**src/rtl/usb_tx_pkg.sv**
```systemverilog
// Shared types and constants for the USB transmit sequencer: PIDs, request codes,
// SYNC pattern, CRC16 parameters and the sequencer state encoding.
package usb_tx_pkg;

  typedef enum logic [3:0] {
    PID_ACK   = 4'h2,
    PID_DATA0 = 4'h3,
    PID_NAK   = 4'hA,
    PID_DATA1 = 4'hB,
    PID_STALL = 4'hE
  } pid_t;

  localparam logic [2:0] PKT_DATA0 = 3'd1;
  localparam logic [2:0] PKT_DATA1 = 3'd2;
  localparam logic [2:0] PKT_ACK   = 3'd3;
  localparam logic [2:0] PKT_NAK   = 3'd4;
  localparam logic [2:0] PKT_STALL = 3'd5;

  localparam logic [7:0]  SYNC_BYTE  = 8'h80;
  localparam logic [15:0] CRC16_POLY = 16'h8005;
  localparam logic [15:0] CRC16_INIT = 16'hFFFF;

  typedef enum logic [2:0] {
    IDLE,
    SYNC,
    PID,
    DATA,
    CRC_LO,
    CRC_HI,
    DONE
  } state_t;

  function automatic logic pkt_is_data(input logic [2:0] code);
    return (code == PKT_DATA0) || (code == PKT_DATA1);
  endfunction

  function automatic logic pkt_is_valid(input logic [2:0] code);
    return (code >= PKT_DATA0) && (code <= PKT_STALL);
  endfunction

  function automatic pid_t pkt_pid(input logic [2:0] code);
    case (code)
      PKT_DATA0: return PID_DATA0;
      PKT_DATA1: return PID_DATA1;
      PKT_NAK:   return PID_NAK;
      PKT_STALL: return PID_STALL;
      default:   return PID_ACK;
    endcase
  endfunction

  function automatic logic [15:0] reflect16(input logic [15:0] v);
    logic [15:0] r;
    r = '0;
    for (int unsigned i = 0; i < 16; i++) r[i] = v[15-i];
    return r;
  endfunction

endpackage

```
**src/rtl/usb_crc16.sv**
```systemverilog
// USB CRC16 accumulator: LSB-first (reflected) form of polynomial 0x8005,
// one data byte per enabled cycle; clear reloads the initial value.
module usb_crc16
  import usb_tx_pkg::*;
(
  input  logic        clk,
  input  logic        n_rst,
  input  logic        clear,
  input  logic        enable,
  input  logic [7:0]  data,
  output logic [15:0] crc
);

  localparam logic [15:0] POLY_REFL = reflect16(CRC16_POLY);

  logic [15:0] crc_q;
  logic [15:0] crc_next;

  always_comb begin
    crc_next = crc_q;
    for (int unsigned i = 0; i < 8; i++) begin
      if (crc_next[0] ^ data[i]) crc_next = (crc_next >> 1) ^ POLY_REFL;
      else                       crc_next = crc_next >> 1;
    end
  end

  always_ff @(posedge clk or negedge n_rst) begin
    if (!n_rst)      crc_q <= CRC16_INIT;
    else if (clear)  crc_q <= CRC16_INIT;
    else if (enable) crc_q <= crc_next;
  end

  assign crc = crc_q;

endmodule

```
**src/rtl/usb_tx_sequencer.sv**
```systemverilog
// USB packet transmit sequencer: emits SYNC, PID, buffered payload and CRC16
// one byte per cycle toward the packet compiler.
module usb_tx_sequencer #(
  parameter int unsigned MAX_DATA = 64
) (
  input  logic       clk,
  input  logic       n_rst,
  input  logic       tx_start,
  input  logic [2:0] tx_packet,
  input  logic [6:0] buffer_occupancy,
  input  logic [7:0] tx_data,
  output logic       get_tx_data,
  output logic [7:0] tx_byte,  // the packet-compiler byte; 'byte' is a reserved word
  output logic       byte_valid,
  output logic       TX_Transfer_Active,
  output logic [9:0] packet_size_TX,
  output logic       tx_done,
  output logic       tx_error
);
  import usb_tx_pkg::*;

  localparam logic [7:0] MAX_N = 8'(MAX_DATA);

  state_t      state_q, state_d;
  logic [2:0]  pkt_q;
  logic [6:0]  n_q;
  logic [6:0]  cnt_q;
  logic [9:0]  size_q;
  logic        err_q;
  logic        accept, reject;
  logic        crc_clr, crc_en;
  logic        active;
  logic [15:0] crc;
  logic [3:0]  pid_bits;
  logic        req_ok;

  assign pid_bits = pkt_pid(pkt_q);
  assign req_ok   = pkt_is_valid(tx_packet) &&
                    !(pkt_is_data(tx_packet) && ({1'b0, buffer_occupancy} > MAX_N));

  usb_crc16 u_crc (
    .clk    (clk),
    .n_rst  (n_rst),
    .clear  (crc_clr),
    .enable (crc_en),
    .data   (tx_data),
    .crc    (crc)
  );

  always_comb begin
    state_d     = state_q;
    tx_byte     = '0;
    active      = 1'b0;
    get_tx_data = 1'b0;
    tx_done     = 1'b0;
    crc_clr     = 1'b0;
    crc_en      = 1'b0;
    accept      = 1'b0;
    reject      = 1'b0;
    case (state_q)
      IDLE: begin
        if (tx_start) begin
          if (req_ok) begin
            accept  = 1'b1;
            crc_clr = 1'b1;
            state_d = SYNC;
          end else begin
            reject = 1'b1;
          end
        end
      end
      SYNC: begin
        active  = 1'b1;
        tx_byte = SYNC_BYTE;
        state_d = PID;
      end
      PID: begin
        active  = 1'b1;
        tx_byte = {~pid_bits, pid_bits};
        if (!pkt_is_data(pkt_q)) state_d = DONE;
        else if (n_q != '0)      state_d = DATA;
        else                     state_d = CRC_LO;
      end
      DATA: begin
        active      = 1'b1;
        tx_byte     = tx_data;
        get_tx_data = 1'b1;
        crc_en      = 1'b1;
        if (cnt_q == n_q - 7'd1) state_d = CRC_LO;
      end
      CRC_LO: begin
        active  = 1'b1;
        tx_byte = ~crc[7:0];
        state_d = CRC_HI;
      end
      CRC_HI: begin
        active  = 1'b1;
        tx_byte = ~crc[15:8];
        state_d = DONE;
      end
      DONE: begin
        tx_done = 1'b1;
        state_d = IDLE;
      end
      default: state_d = IDLE;
    endcase
  end

  always_ff @(posedge clk or negedge n_rst) begin
    if (!n_rst) begin
      state_q <= IDLE;
      pkt_q   <= '0;
      n_q     <= '0;
      cnt_q   <= '0;
      size_q  <= '0;
      err_q   <= 1'b0;
    end else begin
      state_q <= state_d;
      err_q   <= reject;
      if (accept) begin
        pkt_q  <= tx_packet;
        n_q    <= pkt_is_data(tx_packet) ? buffer_occupancy : '0;
        cnt_q  <= '0;
        size_q <= '0;
      end else begin
        if (active)          size_q <= size_q + 10'd8;
        if (state_q == DATA) cnt_q  <= cnt_q + 7'd1;
      end
    end
  end

  assign TX_Transfer_Active = active;
  assign byte_valid         = active;
  assign packet_size_TX     = size_q;
  assign tx_error           = err_q;

endmodule

```
**config.mk**
```make
export PLATFORM = sky130hd
export DESIGN_NAME = usb_tx_sequencer
export DESIGN_NICKNAME = d
export VERILOG_FILES = /design/src/rtl/usb_tx_pkg.sv /design/src/rtl/usb_crc16.sv /design/src/rtl/usb_tx_sequencer.sv
export SDC_FILE = /design/constraint.sdc
export NUM_CORES = 1
export LEC_CHECK = 0
export ABC_AREA = 1
export CORE_MARGIN = 2
export CORE_UTILIZATION = 50
export DETAILED_ROUTE_END_ITERATION = 8
export GPL_TIMING_DRIVEN = 0
export PLACE_DENSITY_LB_ADDON = 0.15
export SYNTH_ARGS = -nofsm -noshare
export SYNTH_HDL_FRONTEND = slang
export SYNTH_SLANG_ARGS = --single-unit
```
**constraint.sdc**
```tcl
create_clock -name clk -period 2.2 [get_ports clk]
set_input_delay 0.55 -clock clk [delete_from_list [all_inputs] [get_ports clk]]
set_output_delay 0.55 -clock clk [all_outputs]
set_load 0.005 [all_outputs]
```
==> results.yml <==
placed_design:
  place_hpwl_um: 5370
  numPortBuffers: 40
  preCtsSetupSlack_ps: -360
  dpl_cell_area_um2: 3420
  gp_congestion: 0.864
timing:
  period_needed_ps: 2340
  worst_slack_ps: -141
  finalHoldViolCount: 0
  slew-limit-headroom_pct: 66.2
  maxSlewViolCount: 0
  fmax_ghz: 0.427
  finalSetupTns_ps: -667
  worstMarginPinSlew_ps: 506
  fin_skew_ps: 10.1
  setup_viol: 8
  rsz0062_at_grt: "yes"
  period_share_pct: 106
die:
  die_y_um: 80.3
  core_um2: 5570
  num_rows: 27
  initial_core_util_pct: 52.2
  ioPinCount: 44
  fp.dieW_um: 80.3
  die_area_um2: 6450
synth:
  synth_ff_type: "dfrtp_1"
  synth_area_um2: 2910
  synth_seq_cells: 44
  synthArstFlopShare_pct: 100
  synth_top_area_share_pct: 24.1
  netlist_instances: 387
  synth_edf_count: 0
  ys_top_cells_by_area: "dfrtp_1, dfstp_2, nand2_1, inv_1, xor2_1"
  synth_top_cell_by_area: "dfrtp_1"
  synth.avg_cell_area_um2: 7.52
  ys_warn_count: 0
  synth_cell_types: 42
  yosysSeqAreaShare_pct: 38.5
worst_setup_path:
  path_delay_family: "buffers and inverters"
  crit_type: "flip-flop to output port"
  worst-path-max-fanout: 4
  start_kind: "flip-flop"
  cp-end-kind: "output port"
  crit_buf_inv: 4
  crit_top_cell: "nor2_4"
  reg2reg_slack_ps: 120
  crit_arrival_ps: 1790
  r2r_end: "cnt_q[4]$_DFFE_PN0P_"
  cp_slowest_cell: "dfrtp_2"
  crit_chain: "buf_12 > nor2_4 > inv_2 > nor2_4 > buf_6 > a22oi_2 > a31oi_1 > buf_2"
  rr_worst_depth: 15
  crit-reg2reg-launch: "state_q[1]$_DFFE_PN0P_"
  required_ps: 1650
  cpPeakStageDelay_ps: 460
drt:
  wl_met1_um: 3450
  first_pass_iters: 4
  routedWlPerCell_um: 15.2
  route.detailed.drc: 0
  detail-route-antenna-nets: 0
  wl_met3_um: 496
  routed-wl-met2_um: 4040
  highest_layer: "met4"
  drt-vias-per-instance: 5.42
  vias: 2940
  drt_iter0_drc: 240
  drt_wl_total_um: 8240
grt:
  grt_pass1_vias: 2803
  grt_max_degree: 37
  grt_pass1_wl_um: 12900
  grt.overflow.total: 0
  antenna_found_initial: 0
  track_usage_pct: 26.0
outcome:
  status: "finished with violations"
  violations: "setup timing"
clock_network:
  htreeDepth: 2
  cts_made_buffers: 5
  clk_path_buf_depth: 2
  clk_latency_ps: 300
  cts_sinks: 44
  cts-root-buf: "clkbuf_8"
  tritoncts: "built"
  clkSlewWorstSetupHoldPaths_ps: 90
finish:
  fill_cells: 434
  fin_area_um2: 3970
  layout-drive-gt1-share_pct: 29.8
  fin_util_pct: 71.3
  ff_latch_area_um2: 1120
  syn_to_final_growth_pct: 36.5
  multi_input_area_um2: 1620
  fin_nets: 496
  diodes: 0
pwr:
  p_leak_nw: 2.00
  power_w: 0.00561
  p_per_area_nw_per_um2: 1410
  peakVddDrop_uv: 685
worst_hold_path:
  worstHoldPathType: "primary input to asynchronous set/reset pin"
flow_run:
  drv_cap: 0
routing by layer:
metal,track usage [%],vias up
met2,44.3,128
met5,0,-
li1,-,1409
met4,10.5,0
met1,32.1,1374
met3,5.17,29
state kept, by name, summed over array words and instances, names as in the netlist:
| name | cells |
|---|---|
| cnt_q | 7 |
| n_q | 7 |
| packet_size_TX | 7 |
| pkt_q | 3 |
| state_q | 3 |
| tx_error | 1 |
| u_crc.crc | 16 |
stage by stage:
step,instances,hold slack [ps]
6_report,542,91.5
5_1_grt,542,101
4_1_cts,536,104
3_5_place_dp,502,424
3_3_place_gp,501,481
2_1_floorplan,389,254
where the power goes:
part	switching [W]	internal (W)	leakage, nW
Sequential	0.000307	0.00123	0.529
Combinational	0.00197	0.00156	1.42
Clock	0.000284	0.000257	0.0455
Total	0.00256	0.00305	2.00
worst max-delay path by stage:
stage                           start  slack [ps]                       endpoint  cells after the start
2_1_floorplan  state_q[2]$_DFFE_PN0P_         360                     tx_byte[4]                      7
3_3_place_gp                    n_rst        -650  packet_size_TX[3]$_DFFE_PN0P_                      1
3_5_place_dp   state_q[2]$_DFFE_PN0P_        -360                     tx_byte[0]                      7
4_1_cts        state_q[1]$_DFFE_PN0P_        -170                     tx_byte[1]                     11
5_1_grt        state_q[2]$_DFFE_PN0P_        -210                     tx_byte[5]                      9
6_report       state_q[1]$_DFFE_PN0P_        -140                     tx_byte[7]                      8
area by class of cell:
type                       count  area share, %
multi-input combinational    266           40.8
sequential                    44           28.3
timing repair buffer          73           17.1
inverter                      69           6.90
buffer                        10           2.30
clock buffer                   8           2.27
tap                           72           2.27
placed cells by master, fill, tap and decap left out, types with 3 or more instances in the layout:
cell type and n:
a21oi_1 12, a22oi_1 10, a31oi_1 6, a32oi_1 3, buf_12 3, buf_2 9, buf_4 27, buf_6 10
clkbuf_8 6, clkdlybuf4s50_1 26, conb_1 3, dfrtp_1 25, dfrtp_2 3, dfstp_2 16, dlymetal6s2s_1 3, ha_1 5
inv_1 55, inv_2 7, inv_4 6, nand2_1 89, nand2_2 17, nand3_1 11, nand3_2 6, nand4_1 4
nor2_1 14, nor2_2 3, nor2_4 7, nor3_1 7, o21ai_0 20, o21ai_1 5, xnor2_1 5, xor2_1 13
cell families (layout without fill, tap and decap cells):
family                     count (synthesis)  count (layout)  share of synthesized area (%)
other                                      1               3                          0.129
AOI/OAI and AO/OA                         68              68                           14.5
buffers and inverters                     79             160                           11.3
xor gates and xnor gates                  19              19                           5.72
and+or+nand+nor                          170             170                           27.3
adders and majority gates                  6               6                           2.58
DFF                                       44              44                           38.5
synth_stat cells (4+ instances only):
cell and number:
nand2_1 97, inv_1 62, dfrtp_1 28, o21ai_0 24, nor2_1 19, dfstp_2 16, xor2_1 14, a21oi_1 12
a22oi_1 12, nand3_1 12, nand2_2 9, a31oi_1 7, nor3_1 7, ha_1 6, inv_2 6, buf_4 5
nand3_2 5, xnor2_1 5, a32oi_1 4, buf_2 4, nand4_1 4, nor2_2 4
worst register-to-register path, stage by stage (launching register included):
cell and delay (ps):
dfrtp_2 460, inv_4 90, nor2_4 40, inv_4 90
nor2_4 50, buf_6 120, buf_4 120, buf_4 130
buf_4 150, inv_4 100, nor3_2 50, nand2_1 70
clkinv_1 100, or2_2 290, nand3_1 80, inv_1 40
repair_timing:
item / CTS / global route
endpoints found under the setup margin: 12 / 35
pin swaps: 16 / 12
buffers inserted: 26 / 7
gates resized for setup: 75 / 32
endpoints found under the hold margin: 0 / 0
hold buffers: 0 / 0
(Power assumes the default switching activity.)
